$ cat src/rtl/seq_ripple_adder.sv
// Bit-serial adder/subtractor: one full-adder slice and a carry register process
// one bit per clock, LSB first, producing SUM/COUT/OVF after WIDTH cycles.
module seq_ripple_adder #(
    parameter int unsigned WIDTH = 8
) (
    input  logic             clk,
    input  logic             reset,
    input  logic             START,
    input  logic             MODE,
    input  logic             CIN,
    input  logic [WIDTH-1:0] A,
    input  logic [WIDTH-1:0] B,
    output logic [WIDTH-1:0] SUM,
    output logic             COUT,
    output logic             OVF,
    output logic             BUSY,
    output logic             DONE
);

    localparam int unsigned CntW = $clog2(WIDTH) + 1;
    localparam logic [CntW-1:0] LastCnt = CntW'(WIDTH - 1);

    typedef enum logic [1:0] {StIdle, StRun, StFin} state_e;

    state_e           state_q;
    logic [WIDTH-1:0] a_q, b_q, sum_q;
    logic [CntW-1:0]  cnt_q;
    logic             carry_q, cout_q, ovf_q, busy_q, done_q;

    logic [WIDTH-1:0] bit_mask;
    logic             a_bit, b_bit, s_bit, c_bit;

    // One-hot select of the bit under processing avoids variable bit-select widths.
    always_comb begin
        bit_mask = WIDTH'(1) << cnt_q;
        a_bit    = |(a_q & bit_mask);
        b_bit    = |(b_q & bit_mask);
        s_bit    = a_bit ^ b_bit ^ carry_q;
        c_bit    = (a_bit & b_bit) | (carry_q & (a_bit ^ b_bit));
    end

    always_ff @(posedge clk or posedge reset) begin
        if (reset) begin
            state_q <= StIdle;
            a_q     <= '0;
            b_q     <= '0;
            sum_q   <= '0;
            cnt_q   <= '0;
            carry_q <= 1'b0;
            cout_q  <= 1'b0;
            ovf_q   <= 1'b0;
            busy_q  <= 1'b0;
            done_q  <= 1'b0;
        end else begin
            case (state_q)
                StIdle, StFin: begin
                    done_q <= 1'b0;
                    if (START) begin
                        state_q <= StRun;
                        busy_q  <= 1'b1;
                        a_q     <= A;
                        b_q     <= B ^ {WIDTH{MODE}};
                        carry_q <= CIN ^ MODE;
                        cnt_q   <= '0;
                        sum_q   <= '0;
                        cout_q  <= 1'b0;
                        ovf_q   <= 1'b0;
                    end else begin
                        state_q <= StIdle;
                        busy_q  <= 1'b0;
                    end
                end
                StRun: begin
                    sum_q   <= sum_q | (bit_mask & {WIDTH{s_bit}});
                    carry_q <= c_bit;
                    if (cnt_q == LastCnt) begin
                        state_q <= StFin;
                        busy_q  <= 1'b0;
                        done_q  <= 1'b1;
                        cout_q  <= c_bit;
                        // carry_q here is the carry into the MSB
                        ovf_q   <= carry_q ^ c_bit;
                    end else begin
                        cnt_q <= cnt_q + 1'b1;
                    end
                end
                default: begin
                    state_q <= StIdle;
                    busy_q  <= 1'b0;
                    done_q  <= 1'b0;
                end
            endcase
        end
    end

    assign SUM  = sum_q;
    assign COUT = cout_q;
    assign OVF  = ovf_q;
    assign BUSY = busy_q;
    assign DONE = done_q;

endmodule

$ cat config.mk
export PLATFORM = sky130hd
export DESIGN_NAME = seq_ripple_adder
export DESIGN_NICKNAME = d
export VERILOG_FILES = /design/src/rtl/seq_ripple_adder.sv
export SDC_FILE = /design/constraint.sdc
export NUM_CORES = 1
export LEC_CHECK = 0
export BUFFER_PORTS_ARGS = -buffer_cell sky130_fd_sc_hd__buf_4
export CORE_UTILIZATION = 45
export DETAILED_ROUTE_END_ITERATION = 10
export GPL_ROUTABILITY_DRIVEN = 0
export PLACE_DENSITY = 0.68
export SKIP_LAST_GASP = 1
export SYNTH_ARGS = -nofsm -noshare
export SYNTH_HDL_FRONTEND = slang
export SYNTH_SLANG_ARGS = --single-unit
$ cat constraint.sdc
create_clock -name clk -period 3.37 [get_ports clk]
set_clock_uncertainty 0.1 [all_clocks]
set_input_delay 0.8425 -clock clk [delete_from_list [all_inputs] [get_ports clk]]
set_output_delay 0.8425 -clock clk [all_outputs]
set_load 0.01 [all_outputs]
==> impl_results.md, run 1 <==
- Critical Path RT: about 3.6 ns
- Max Fclk: between 300 and 400 MHz
- Critical path arrival: between 2 and 3 ns
- FP Rows: 21
- Top cells by area, synth: dfrtp_1 (51%), mux2_2 (5.5%), xnor2_1 (4.8%)
- Root Driver: clkbuf_4
- Ys async rst share: 100%
- WL final: roughly 3.2 mm
- DRT Pass-1 Iters: 4
- Worst relative slew slack: a little over two thirds
- FF-to-FF path depth: 7
- I/O pin count: 33
- Post-route clock period utilization: approximately 82%
- Min Tclk post-route: roughly 2.8 ns
- Die area: just under 4000 µm²
- TNS Setup: 0 ns
- Max-Cap Viols: 0
- Initial Util: approximately half
- Post-CTS Setup Bufs: 0
- Hold Path Sink: b_q[4]
- Routed length per instance: between 10 and 15 µm
- CP Cell Sequence: inv_1 -> ha_1 -> a222oi_1 -> a31o_2 -> fa_1 -> nor3_2 -> a32o_1
- Number of remaining DRC errors: 0
- CTS buffer count: 5
- Vias: approximately 1200
- PostCTS Resize Cnt: 0
- Tot Pwr: approximately 1800 µW
- Share of layout cells above drive strength 1: 32.9%
- Non-filler cells, final: approximately 220
- Synth-to-Final Area Change: 18.8%
- Post-synth cell types: 31
- Hold Path Cell Cnt: 2
- Antenna-violating nets left: 0
- Vias per std cell: about 5.4
- Worst path slowest cell: dfrtp_1
- CTS Sinks: 34
- Prevailing post-synth register cell: dfrtp_1
- Global-route wire length before repair: 5.53 mm
- Buffers on Ports: 32
- Core region area: between 3000 and 4000 µm²
- Die W: between 60 and 70 µm
- Syn avg cell area: between 10 and 15 µm²
- Most frequent cells in the layout: dfrtp_1 (34), buf_4 (33), o21ai_0 (12), nand2_1 (12), xnor2_1 (9)
- HP Class: reg2reg
- Fin. max-slew vios: 0
- YS warnings: 0
- Yosys top cell area share: between 50% and 60%
- Commonest non-fill, non-tap cell in the layout: dfrtp_1
- DRT iter0 DRCs: 32
- CP peak stage delay: approximately 0.64 ns
- Worst reg2reg path startpoint: cnt_q[2]
- Final core occ: 57.5%
- Run status: finished, final reports clean
- Crit Path Max Fanout: 15
- Diodes inserted: 0
- Netlist Area Pre-Place: roughly 1700 µm²
- Dpl cells: 208
- Post-synthesis sequential area ratio: 51.5%
- R2r endpoint: SUM[4]
- Final Cell Area: a little under 2000 µm²
- GRT Total Usage: 18.4%
- Setup crit end kind: flop
- Hold violation total from the final report: 0
- Flop2flop setup slack: around 0.6 ns
- Post-synth EDFFs: 0
- Hold-fix buffers, CTS: 0
- #FFs+latches synth: 34
- Vias in the first global route: 1196
- DPL Wire Length: about 2.3 mm
- Initial antenna violation count: 0
- H-tree depth: 2
- Setup CP Type: reg2reg
- Total congestion overflow: 0
- Final setup vio count: 0
- Syn Nets: roughly 170
- Placed inst area: ~1900 µm²
- VDD IR max: 0.288 mV
- Post-synth top area cell: dfrtp_1
- Post-Synthesis Cells: roughly 140
- CTS max path bufs: 2
- RSZ-0062 raised after global routing: false
- Actual slew at the worst max-slew pin: roughly 0.46 ns
- Pwr per Cell Area: roughly 900 nW/µm²
- Worst Setup Start Kind: flop
- Reg clk slew, reported paths: around 0.10 ns
- Leakage: around 0.00093 µW
- Nets: about 200
- Worst skew pair latency: approximately 0.34 ns
- Largest net degree at the start of global routing: 39
- Die Height: 62.6 µm
- CTS tree: built
- Hold Crit Start: b_q[4]
-- cell families after synthesis --
| logic type | share of synthesized area, % |
|---|---|
| DFF | 51.5 |
| AOI/OAI and AO/OA | 14.1 |
| and+or+nand+nor | 9.69 |
| buffers and inverters | 4.39 |
| muxes | 8.78 |
| xor gates and xnor gates | 5.83 |
| adders and majority gates | 5.75 |
-- state kept, by name, indices dropped and copies added (netlist names), 4 cells and up --
signal / cells
b_q: 8
SUM: 8
a_q: 8
cnt_q: 4
-- cell usage after synthesis (all sizes together) (3+ instances only) --
cell type,count
nand2,12
dfrtp,34
mux2,9
inv,5
nand3,7
ha,6
xnor2,9
mux2i,4
o21ai,13
a22o,7
a32o,3
buf,7
-- per-stage QoR --
stage / hold WS [ns] / worst slack, ns
finish: 0.392 / 0.595
global route: 0.429 / 0.407
CTS: 0.398 / 0.620
detailed placement: 0.377 / 0.651
global placement: 0.370 / 0.814
floorplan: 0.349 / 0.973
-- layer usage --
metal | share of wire [%] | GRT usage [%] | up-vias
met3 | 3.6 | 5.84 | 9
met1 | 44 | 22.5 | 574
met5 | 0 | 0 | -
met2 | 50 | 29.3 | 30
met4 | 2.7 | 9.01 | 0
li1 | - | - | 551
-- report_power, final --
| part | total [µW] | internal, µW | switching, µW |
|---|---|---|---|
| clock network | 238 | 101 | 137 |
| registers | 728 | 592 | 136 |
| logic | 839 | 423 | 416 |
| total | 1810 | 1120 | 688 |
-- critical path, delay by kind of cell, from the launching register on --
family / cells / cell delay, ns
compound gates: 3 / 0.78
flops: 1 / 0.64
buf+inv: 1 / 0.15
simple gates: 1 / 0.32
fa+ha+maj: 2 / 0.72
-- how the worst max path moves through the flow --
stage | from | endpoint | slack (ns) | cells past startpoint
floorplan | cnt_q[0] | SUM[4] | 0.97 | 7
global placement | cnt_q[2] | SUM[6] | 0.81 | 7
detailed placement | cnt_q[2] | SUM[4] | 0.65 | 7
CTS | cnt_q[2] | SUM[4] | 0.62 | 7
global route | cnt_q[2] | SUM[4] | 0.41 | 7
finish | cnt_q[2] | SUM[4] | 0.60 | 7
-- area by class of cell --
type / count / area (µm²)
fillers: 303 / 1450
flip-flops and latches: 34 / 851
multi-input cells: 90 / 729
well taps: 46 / 57.6
clock buffers: 7 / 55.1
inverters: 5 / 18.8
repair buffers: 33 / 248
clock inverters: 1 / 5.00
(Power assumes the default switching activity.)
==> run 2, diff against run 1 <==
--- a/config.mk
+++ b/config.mk
@@ -9,7 +9,7 @@
 export CORE_UTILIZATION = 45
 export DETAILED_ROUTE_END_ITERATION = 10
 export GPL_ROUTABILITY_DRIVEN = 0
-export PLACE_DENSITY = 0.68
+export PLACE_DENSITY = 0.71
 export SKIP_LAST_GASP = 1
 export SYNTH_ARGS = -nofsm -noshare
 export SYNTH_HDL_FRONTEND = slang
==> constraint.sdc (replaced) <==
create_clock -name clk -period 2.4 [get_ports clk]
set_clock_uncertainty 0.1 [all_clocks]
set_input_delay 0.6 -clock clk [delete_from_list [all_inputs] [get_ports clk]]
set_output_delay 0.6 -clock clk [all_outputs]
set_load 0.01 [all_outputs]
==> impl_results.md, run 2 (synthesized netlist as in run 1, its figures left out) <==
- Global-route wire length before repair: 5.81 mm (+5.0%)
- Setup crit end kind: flop
- Vias in the first global route: 1245 (+4.1%)
- Critical path arrival: 2.69 ns (-0.27 ns)
- I/O pin count: 33 (unchanged)
- Hold-fix buffers, CTS: 0 (unchanged)
- Worst relative slew slack: 63.8% (-5.7 points)
- Number of fill cells: 281 (-7.3%)
- Actual slew at the worst max-slew pin: 0.543 ns (+0.0861 ns)
- Gr busiest metal: met2
- Max-Cap Viols: 0 (unchanged)
- Worst skew pair latency: 0.34 ns (about the same)
- Critical Path RT: 2.58 ns (-0.98 ns)
- Failing checks: setup timing
- Worst Setup Start Kind: flop
- Vias: 1219 (+4.7%)
- Hold violation total from the final report: 0 (unchanged)
- Hold_ws: 0.237 ns (-0.155 ns)
- Buffers on Ports: 32 (unchanged)
- Nets: 213 (+8.1%)
- CTS max path bufs: 2 (unchanged)
- Final setup vio count: 8 (+8)
- Final setup margin: -0.113 ns (-0.708 ns)
- Root Driver: clkbuf_4
- DPL Wire Length: 2.38 mm (+3.1%)
- DRT iter0 DRCs: 38 (+19%)
- HP Class: in2async
- Worst reg2reg path startpoint: cnt_q[1]
- Post-route clock period utilization: 105% (+22 points)
- Commonest non-fill, non-tap cell in the layout: buf_4
- Min Tclk post-route: 2.51 ns (-0.262 ns)
- RSZ-0062 raised after global routing: true
- Met3 Use GR: 6.20% (+0.36 points)
- Synth-to-Final Area Change: 31.7%
- Largest net degree at the start of global routing: 39 (unchanged)
- Die area: 3920 µm² (unchanged)
- Initial Util: 48.4% (unchanged)
- Crit Path Max Fanout: 4 (-11)
- Leakage: 0.00102 µW (+8.9%)
- CTS buffer count: 5 (unchanged)
- Diodes inserted: 0 (unchanged)
- Grt met1 use: 23.2% (+0.71 points)
- GRT Total Usage: 19.5% (+1.1 points)
- Core region area: 3420 µm² (unchanged)
- VDD IR max: 0.524 mV (+82%)
- Routed length per instance: 14.5 µm (-2.9%)
- Most frequent cells in the layout: buf_4 (48), dfrtp_1 (32), nand2_1 (12)
- Final core occ: 63.7% (+6.2 points)
- Die Height: 62.6 µm (unchanged)
- Dpl ws: -0.206 ns (-0.857 ns)
- CTS tree: built
- Max Fclk: 398 MHz (+10%)
- Antenna-violating nets left: 0 (unchanged)
- Reg clk slew, reported paths: 0.10 ns (about the same)
- WL final: 3.36 mm (+4.3%)
- Number of remaining DRC errors: 0 (unchanged)
- Pwr per Cell Area: 1340 nW/µm² (+45%)
- H-tree depth: 2 (unchanged)
- Vias per std cell: 5.25 (-2.5%)
- Fin. max-slew vios: 0 (unchanged)
- Setup CP Type: reg2reg
- FP Rows: 21 (unchanged)
- Global routing usage on met2: 32.3% (+3.0 points)
- CP Launch Point: cnt_q[1]
- DRT Pass-1 Iters: 4 (unchanged)
- Run status: finished, violations left
- Total congestion overflow: 0 (unchanged)
- CTS Sinks: 34 (unchanged)
- Share of layout cells above drive strength 1: 45.7% (+13 points)
- Die W: 62.6 µm (unchanged)
- Initial antenna violation count: 0 (unchanged)
[run 2: cell types whose count changed in the layout (fill, tap and decap cells not counted), sizes merged]
cell	change
buf	+16
[run 2: routing by layer]
metal	part of all wire (%)	routed length, µm
met5	0	0
met2	50	1690
met3	5.2	174
met4	2.0	67
met1	42	1430
[run 2: power by group]
group | total (µW) | internal (µW) | switching [µW] | leakage (µW)
clock | 327 | 142 | 185 | 0.0000353
sequential | 1030 | 835 | 190 | 0.000423
combinational | 1560 | 834 | 725 | 0.000560
total | 2910 | 1810 | 1100 | 0.00102
[run 2: final cells by class]
class	instances	area (µm²)	share of cell area [%]
Clock buffer	7	55.1	2.53
Clock inverter	1	5.00	0.230
Inverter	5	18.8	0.862
Multi-Input combinational cell	90	816	37.5
Sequential cell	34	853	39.2
Tap cell	46	57.6	2.64
Timing Repair Buffer	49	372	17.1
[run 2: worst paths after layout]
check	slack, ns	endpoint	depth (start not counted)
setup / recovery	-0.11	SUM[0]	7
hold / removal	0.24	COUT	3
setup reg to reg	-0.11	SUM[0]	7
hold reg to reg	0.40	b_q[2]	2
max in group asynchronous	1.64	cnt_q[1]	3
min in group clk	0.39	a_q[3]	2
[run 2: worst max-delay path: stages (launching register included)]
cell	delay, ns
dfrtp_2	0.46
ha_4	0.20
ha_4	0.16
a222oi_1	0.36
a31o_2	0.23
fa_2	0.48
nor4_4	0.28
a22o_1	0.18
[run 2: metrics by stage]
| stage | total power (µW) | instances | area [µm²] | TNS (ns) |
|---|---|---|---|---|
| 3_3_place_gp | 2280 | 220 | 1990 | -0.607 |
| 4_1_cts | 2870 | 230 | 2160 | -0.287 |
| 3_5_place_dp | 2340 | 220 | 1990 | -1.31 |
| 2_1_floorplan | 1870 | 137 | 1650 | 0 |
| 6_report | 2910 | 232 | 2180 | -0.621 |
| 5_1_grt | 3110 | 232 | 2180 | -0.947 |
[run 2: repair_timing]
action / in CTS / in global routing
pin swaps: 12 / 4
setup endpoints to repair: 8 / 8
setup buffers: 2 / 2
resized for setup: 20 / 2
